--- src/rtl/cc1200_pkg.sv ---
// Shared constants and gate-state encoding for the CC1200 transmit sample path.
package cc1200_pkg;

   localparam int SAMPLE_W      = 12;
   localparam int DEPTH_DEFAULT = 256;

   typedef enum logic [1:0] {
      GATE_IDLE  = 2'd0,
      GATE_ARMED = 2'd1,
      GATE_SEND  = 2'd2
   } gate_state_t;

endpackage

--- src/rtl/cc1200_sfifo_mem.sv ---
// DEPTH x DATA_W simple dual-port sample store: synchronous write, registered
// read-before-write output.
module cc1200_sfifo_mem
   import cc1200_pkg::*;
#(
   parameter int DATA_W = SAMPLE_W,
   parameter int DEPTH  = DEPTH_DEFAULT,
   parameter int ADDR_W = $clog2(DEPTH)
) (
   input  logic              clk,
   input  logic              wr_en,
   input  logic [ADDR_W-1:0] wr_addr,
   input  logic [DATA_W-1:0] wr_data,
   input  logic [ADDR_W-1:0] rd_addr,
   output logic [DATA_W-1:0] rd_data
);

   logic [DATA_W-1:0] mem [DEPTH];

   always_ff @(posedge clk) begin
      if (wr_en) begin
         mem[wr_addr] <= wr_data;
      end
      rd_data <= mem[rd_addr];
   end

endmodule

--- src/rtl/cc1200_tx_sample_fifo.sv ---
// FWFT sample FIFO feeding the CC1200 GetDataEn/GetData/Next_data interface,
// with a packet gate. Optional counters under CC1200_TXFIFO_STATS_EN.
module cc1200_tx_sample_fifo
   import cc1200_pkg::*;
#(
   parameter int DATA_W = SAMPLE_W,
   parameter int DEPTH  = DEPTH_DEFAULT,
   parameter int ADDR_W = $clog2(DEPTH)
) (
   input  logic              clk,
   input  logic              rstn,
   input  logic              in_valid,
   input  logic [DATA_W-1:0] in_data,
   output logic              in_ready,
   input  logic              flush,
   input  logic [ADDR_W:0]   pkt_thresh,
   output logic              get_data_en,
   output logic [DATA_W-1:0] get_data,
   input  logic              next_data,
   output logic [ADDR_W:0]   level,
   output logic              underflow
`ifdef CC1200_TXFIFO_STATS_EN
   ,
   output logic [15:0]       drop_cnt,
   output logic [15:0]       pkt_cnt_total
`endif
);

   localparam logic [ADDR_W:0] FULL_LVL = (ADDR_W+1)'(DEPTH);

   logic [ADDR_W-1:0] wr_ptr, rd_ptr, rd_addr;
   logic [ADDR_W:0]   level_q;
   logic              push, pop;
   logic              byp_sel;
   logic [DATA_W-1:0] byp_data, rd_q;
   gate_state_t       state, state_nxt;
   logic [ADDR_W:0]   thr_q, thr_nxt, pkt_cnt, pkt_cnt_nxt;
   logic              pkt_done;

   assign in_ready = (level_q != FULL_LVL);
   assign push     = in_valid && in_ready;
   assign pop      = next_data && (level_q != '0);
   assign rd_addr  = pop ? rd_ptr + ADDR_W'(1) : rd_ptr;
   assign level    = level_q;

   cc1200_sfifo_mem #(
      .DATA_W (DATA_W),
      .DEPTH  (DEPTH),
      .ADDR_W (ADDR_W)
   ) u_mem (
      .clk     (clk),
      .wr_en   (push && !flush),
      .wr_addr (wr_ptr),
      .wr_data (in_data),
      .rd_addr (rd_addr),
      .rd_data (rd_q)
   );

   // The registered read misses a sample written the same cycle it becomes
   // head, so that sample is carried in a one-cycle bypass register.
   always_ff @(posedge clk) begin
      if (!rstn || flush) begin
         wr_ptr   <= '0;
         rd_ptr   <= '0;
         level_q  <= '0;
         byp_sel  <= 1'b0;
         byp_data <= '0;
      end else begin
         if (push) begin
            wr_ptr   <= wr_ptr + ADDR_W'(1);
            byp_data <= in_data;
         end
         if (pop) begin
            rd_ptr <= rd_addr;
         end
         case ({push, pop})
            2'b10:   level_q <= level_q + (ADDR_W+1)'(1);
            2'b01:   level_q <= level_q - (ADDR_W+1)'(1);
            default: level_q <= level_q;
         endcase
         byp_sel <= push && (wr_ptr == rd_addr);
      end
   end

   assign get_data = (level_q == '0) ? '0 : (byp_sel ? byp_data : rd_q);

   always_ff @(posedge clk) begin
      if (!rstn || flush) begin
         underflow <= 1'b0;
      end else if (next_data && (level_q == '0)) begin
         underflow <= 1'b1;
      end
   end

   always_ff @(posedge clk) begin
      if (!rstn || flush) begin
         state   <= GATE_IDLE;
         thr_q   <= '0;
         pkt_cnt <= '0;
      end else begin
         state   <= state_nxt;
         thr_q   <= thr_nxt;
         pkt_cnt <= pkt_cnt_nxt;
      end
   end

   always_comb begin
      state_nxt   = state;
      thr_nxt     = thr_q;
      pkt_cnt_nxt = pkt_cnt;
      pkt_done    = 1'b0;
      case (state)
         GATE_IDLE: begin
            if ((pkt_thresh != '0) && (pkt_thresh <= FULL_LVL) && (level_q >= pkt_thresh)) begin
               thr_nxt     = pkt_thresh;
               pkt_cnt_nxt = '0;
               state_nxt   = GATE_ARMED;
            end
         end
         GATE_ARMED: begin
            if (pop) begin
               pkt_cnt_nxt = (ADDR_W+1)'(1);
               if (thr_q == (ADDR_W+1)'(1)) begin
                  state_nxt = GATE_IDLE;
                  pkt_done  = 1'b1;
               end else begin
                  state_nxt = GATE_SEND;
               end
            end
         end
         GATE_SEND: begin
            if (pop) begin
               pkt_cnt_nxt = pkt_cnt + (ADDR_W+1)'(1);
               if (pkt_cnt_nxt == thr_q) begin
                  state_nxt = GATE_IDLE;
                  pkt_done  = 1'b1;
               end
            end
         end
         default: state_nxt = GATE_IDLE;
      endcase
   end

   assign get_data_en = (state != GATE_IDLE);

`ifdef CC1200_TXFIFO_STATS_EN
   always_ff @(posedge clk) begin
      if (!rstn || flush) begin
         drop_cnt      <= '0;
         pkt_cnt_total <= '0;
      end else begin
         if (in_valid && !in_ready && (drop_cnt != 16'hFFFF)) begin
            drop_cnt <= drop_cnt + 16'd1;
         end
         if (pkt_done) begin
            pkt_cnt_total <= pkt_cnt_total + 16'd1;
         end
      end
   end
`else
   logic unused_done;
   assign unused_done = pkt_done;
`endif

endmodule

--- config.mk ---
export PLATFORM = sky130hd
export DESIGN_NAME = cc1200_tx_sample_fifo
export DESIGN_NICKNAME = d
export VERILOG_FILES = /design/src/rtl/cc1200_pkg.sv /design/src/rtl/cc1200_sfifo_mem.sv /design/src/rtl/cc1200_tx_sample_fifo.sv
export SDC_FILE = /design/constraint.sdc
export NUM_CORES = 2
export LEC_CHECK = 0
export BUFFER_PORTS_ARGS = -buffer_cell sky130_fd_sc_hd__buf_2
export CAP_MARGIN = 20
export CORE_MARGIN = 2
export CORE_UTILIZATION = 60
export CTS_BUF_LIST = sky130_fd_sc_hd__clkbuf_4
export DETAILED_ROUTE_END_ITERATION = 10
export MAX_ROUTING_LAYER = met4
export PLACE_DENSITY = 0.79
export SLEW_MARGIN = 5
export SYNTH_ARGS = -nofsm -noshare
export SYNTH_HDL_FRONTEND = slang
export SYNTH_HIERARCHICAL = 1
export SYNTH_SLANG_ARGS = --single-unit
--- constraint.sdc ---
create_clock -name clk -period 10.7 [get_ports clk]
set_clock_uncertainty 0.15 [all_clocks]
set_input_delay 1.605 -clock clk [delete_from_list [all_inputs] [get_ports clk]]
set_output_delay 1.605 -clock clk [all_outputs]
set_load 0.02 [all_outputs]
==> results_dict.tcl <==
set metrics [dict create \
    clk_pin_slew_worst_paths_ps 70 \
    switching_power_mw 5.45 \
    grt_start_max_net_pins 118 \
    ant_nets 0 \
    violations "capacitance limit" \
    fillers 12200 \
    combPwrFrac_pct 6.0 \
    fp.dieH_um 456 \
    io_buffers 49 \
    crit_top_cell "buf_4" \
    cpPeakStageDelay_ps 1060 \
    multi_input_area_mm2 0.0266 \
    p_sw_share_pct 22.2 \
    vias_per_cell 6.73 \
    cts_tree "built" \
    cts.sinks 3143 \
    synthArstFlopShare_pct 0 \
    finalCriticalPeriod_ps 6640 \
    finalCritPeriodShare_pct 62.1 \
    drtIter0Drc 10300 \
    highest_layer "met4" \
    outcome "finished with violations" \
    crit_chain "or4_4, o31ai_4, nand2_1, nand2_4, buf_4, buf_4, or2_2, a211oi_1, a2111oi_0, nor4_1, o32ai_1, and3b_1" \
    start_kind "register" \
    hold_viol_final 0 \
    post-cts-setup-buffers 0 \
    post_cts_resized 0 \
    fin_hold_ws_ps 312 \
    required_ps 11940 \
    yosysWarnings 6 \
    syn_avg_cell_area_um2 20.5 \
    syn-cell-area_mm2 0.122 \
    wl_met2_um 145000 \
    drt_wl_total_um 309000 \
    hpwl_um 185000 \
    regArea_mm2 0.0937 \
    wl_met1_um 106000 \
    arrival_ps 7880 \
    gp_congestion 0.932 \
    seqPwrFrac_pct 55.3 \
    syn_inst 5973 \
    grt_use_total_pct 30.4 \
    wl_met3_um 41600 \
    synth.distinct_cells 82 \
    die_w_um 456 \
    clockRootBuffer "clkbuf_4" \
    start_util_pct 60.5 \
    p_int_mw 19.0 \
    hold_class "reg2reg" \
    timing.max_cap.violations 1 \
    synthFlopType "edfxtp_1" \
    cts_buffers 763 \
    cts_htree_levels 6 \
    rows 165 \
    slew_headroom_pct 1.93 \
    fin_nets 6833 \
    worst_pin_slew_ps 1460 \
    endpoint_kind "register" \
    yosysTopAreaCellShare_pct 75.3 \
    fmax_mhz 151 \
    cts_buffer_depth 4 \
    ys_ff_latch 3143 \
    clock_latency_ps 1420 \
    rsz0062_at_grt "false" \
    critPathBufInv 2 \
    path_max_fanout 56 \
    routedWlPerCell_um 30.9 \
    synth_seq_area_share_pct 76.5 \
    vias 67200 \
    die_area_mm2 0.208 \
    p_leak_nw 42.7 \
    vdd_drop_max_uv 124 \
    grt_pass1_vias 66200 \
    core_mm2 0.203 \
    drc 0 \
    fin_tns_setup_ps 0 \
    powerDensity_mw_per_mm2 180 \
    grt_pass1_wl_um 445000 \
    synth-edff-count 3072 \
    drt_pass1_iterations 8 \
    crit_family "compound AO/OA/AOI/OAI gates" \
    io_pins 50 \
    crit_path_top_delay_cell "o32ai_1" \
    drv_slew 0 \
    cts_hold_buf 0 \
    antenna_found_initial 11 \
    path_class "reg2reg" \
    finalSetupViolCount 0 \
    grt_overflow_total 0 \
    synth_nets 6024 \
    power_frac_clock_pct 38.7 \
    yosys-top-cells-area "edfxtp_1 (75%), mux4_2 (12%), mux2i_1 (2.0%), a22oi_1 (1.3%), dfxtp_1 (1.2%)" \
    drive_gt1_share_pct 31.2 \
    synth_largest_area_cell "edfxtp_1" \
    areaGrowthSynthToFinish_pct 11.3 \
]
synthesized netlist by cell type, types with 10 or more instances:
master	number
nand3_1	61
mux2i_1	239
o21ai_0	58
nor2b_1	42
nor3_1	40
nor4_1	40
o32ai_1	11
a221oi_1	19
nand2b_1	12
a22oi_1	215
nand2_1	85
mux2_2	28
dfxtp_1	71
and3_1	11
buf_12	16
o221ai_1	53
a22o_1	19
nor2_1	343
buf_8	14
xor2_1	14
ha_1	24
a211oi_1	21
a21oi_1	169
edfxtp_1	3072
xnor2_1	18
buf_6	35
mux4_2	636
nand4_1	18
and2_1	10
o22ai_1	88
buf_4	33
or3_1	13
inv_1	25
buf_2	77
clkbuf_1	169
a31oi_1	21
buf_1	17
stage by stage:
step                utilization [%]  power (mW)  instances  setup slack [ps]  cell area, µm²
finish                         67.3        24.5       9995              4060          136000
detailed placement             62.5        15.3       8626              3780          127000
CTS                            67.0        24.6       9915              4190          136000
floorplan                         -        14.9       5973              6410          122000
global placement               62.1        15.2       8552              3780          126000
global route                   67.3        25.3       9990              4090          136000
path summary, 6_finish.rpt:
kind / cells after the start / endpoint / start / slack (ps)
worst min-delay path: 2 / byp_data[0] / byp_data[0] / 310
worst max register to register: 12 / u_mem/rd_data[1] / level[4] / 4060
worst min register to register: 2 / byp_data[0] / byp_data[0] / 310
worst max-delay path: 12 / u_mem/rd_data[1] / level[4] / 4060
cell families (layout without fill, tap and decap cells):
group,count (synthesis),after routing,share of synthesized area (%)
flip-flops,3143,3143,76.5
multiplexers,910,910,14.0
AO/OA/AOI/OAI,740,740,4.14
AND/OR/NAND/NOR,730,730,2.87
buffers and inverters,387,1720,1.92
XOR/XNOR,38,38,0.331
adder cells (fa/ha/maj),25,25,0.262
other,0,17,0
cell type report:
type | instances | share of cell area (%)
clock buffers | 1082 | 5.96
flip-flops and latches | 3143 | 68.7
diodes | 17 | 0.0312
clock inverters | 207 | 0.828
repair buffers | 405 | 2.44
well taps | 2672 | 2.45
multi-input cells | 2443 | 19.5
inverters | 26 | 0.0716
worst min-delay path: stages (launching register included):
cell	delay (ps)
dfxtp_1	310
nand2_1	50
a21oi_1	50
routing by layer:
layer	up-vias	global-route usage, %
li1	27000	-
met1	34000	40.0
met2	5356	44.9
met3	875	7.98
met4	0	14.6
met5	-	-
state kept, by name (all words and copies together), names as in the netlist:
| signal | flops |
|---|---|
| u_mem/mem | 3072 |
| byp_data | 12 |
| u_mem/rd_data | 12 |
| level | 9 |
| pkt_cnt | 9 |
| thr_q | 9 |
| rd_ptr | 8 |
| wr_ptr | 8 |
| state | 2 |
| byp_sel | 1 |
| underflow | 1 |
layout by cell type, fill, tap and decap left out, types with 20 or more instances in the layout:
cell,count
ha_1,24
o22ai_1,88
a21oi_1,169
nor2b_1,38
mux2_2,28
clkbuf_4,1082
inv_1,23
a22oi_1,215
buf_2,40
buf_6,45
nor2_1,331
mux2i_1,239
mux4_2,636
edfxtp_1,3072
nor3_1,40
clkinv_1,152
nor4_1,35
nand3_1,61
a211oi_1,21
a31oi_1,21
o21ai_0,58
buf_4,296
nand2_1,83
clkinv_2,20
o221ai_1,53
dfxtp_1,71
power groups by stage:
stage / sequential, mW / clock [mW] / combinational, mW
6_report: 13.5 / 9.48 / 1.46
5_1_grt: 13.5 / 10.3 / 1.55
4_1_cts: 13.5 / 9.64 / 1.47
3_5_place_dp: 13.8 / 0 / 1.47
3_3_place_gp: 13.8 / 0 / 1.43
2_1_floorplan: 13.8 / 0 / 1.10
Power figures use the tool's default switching activity.
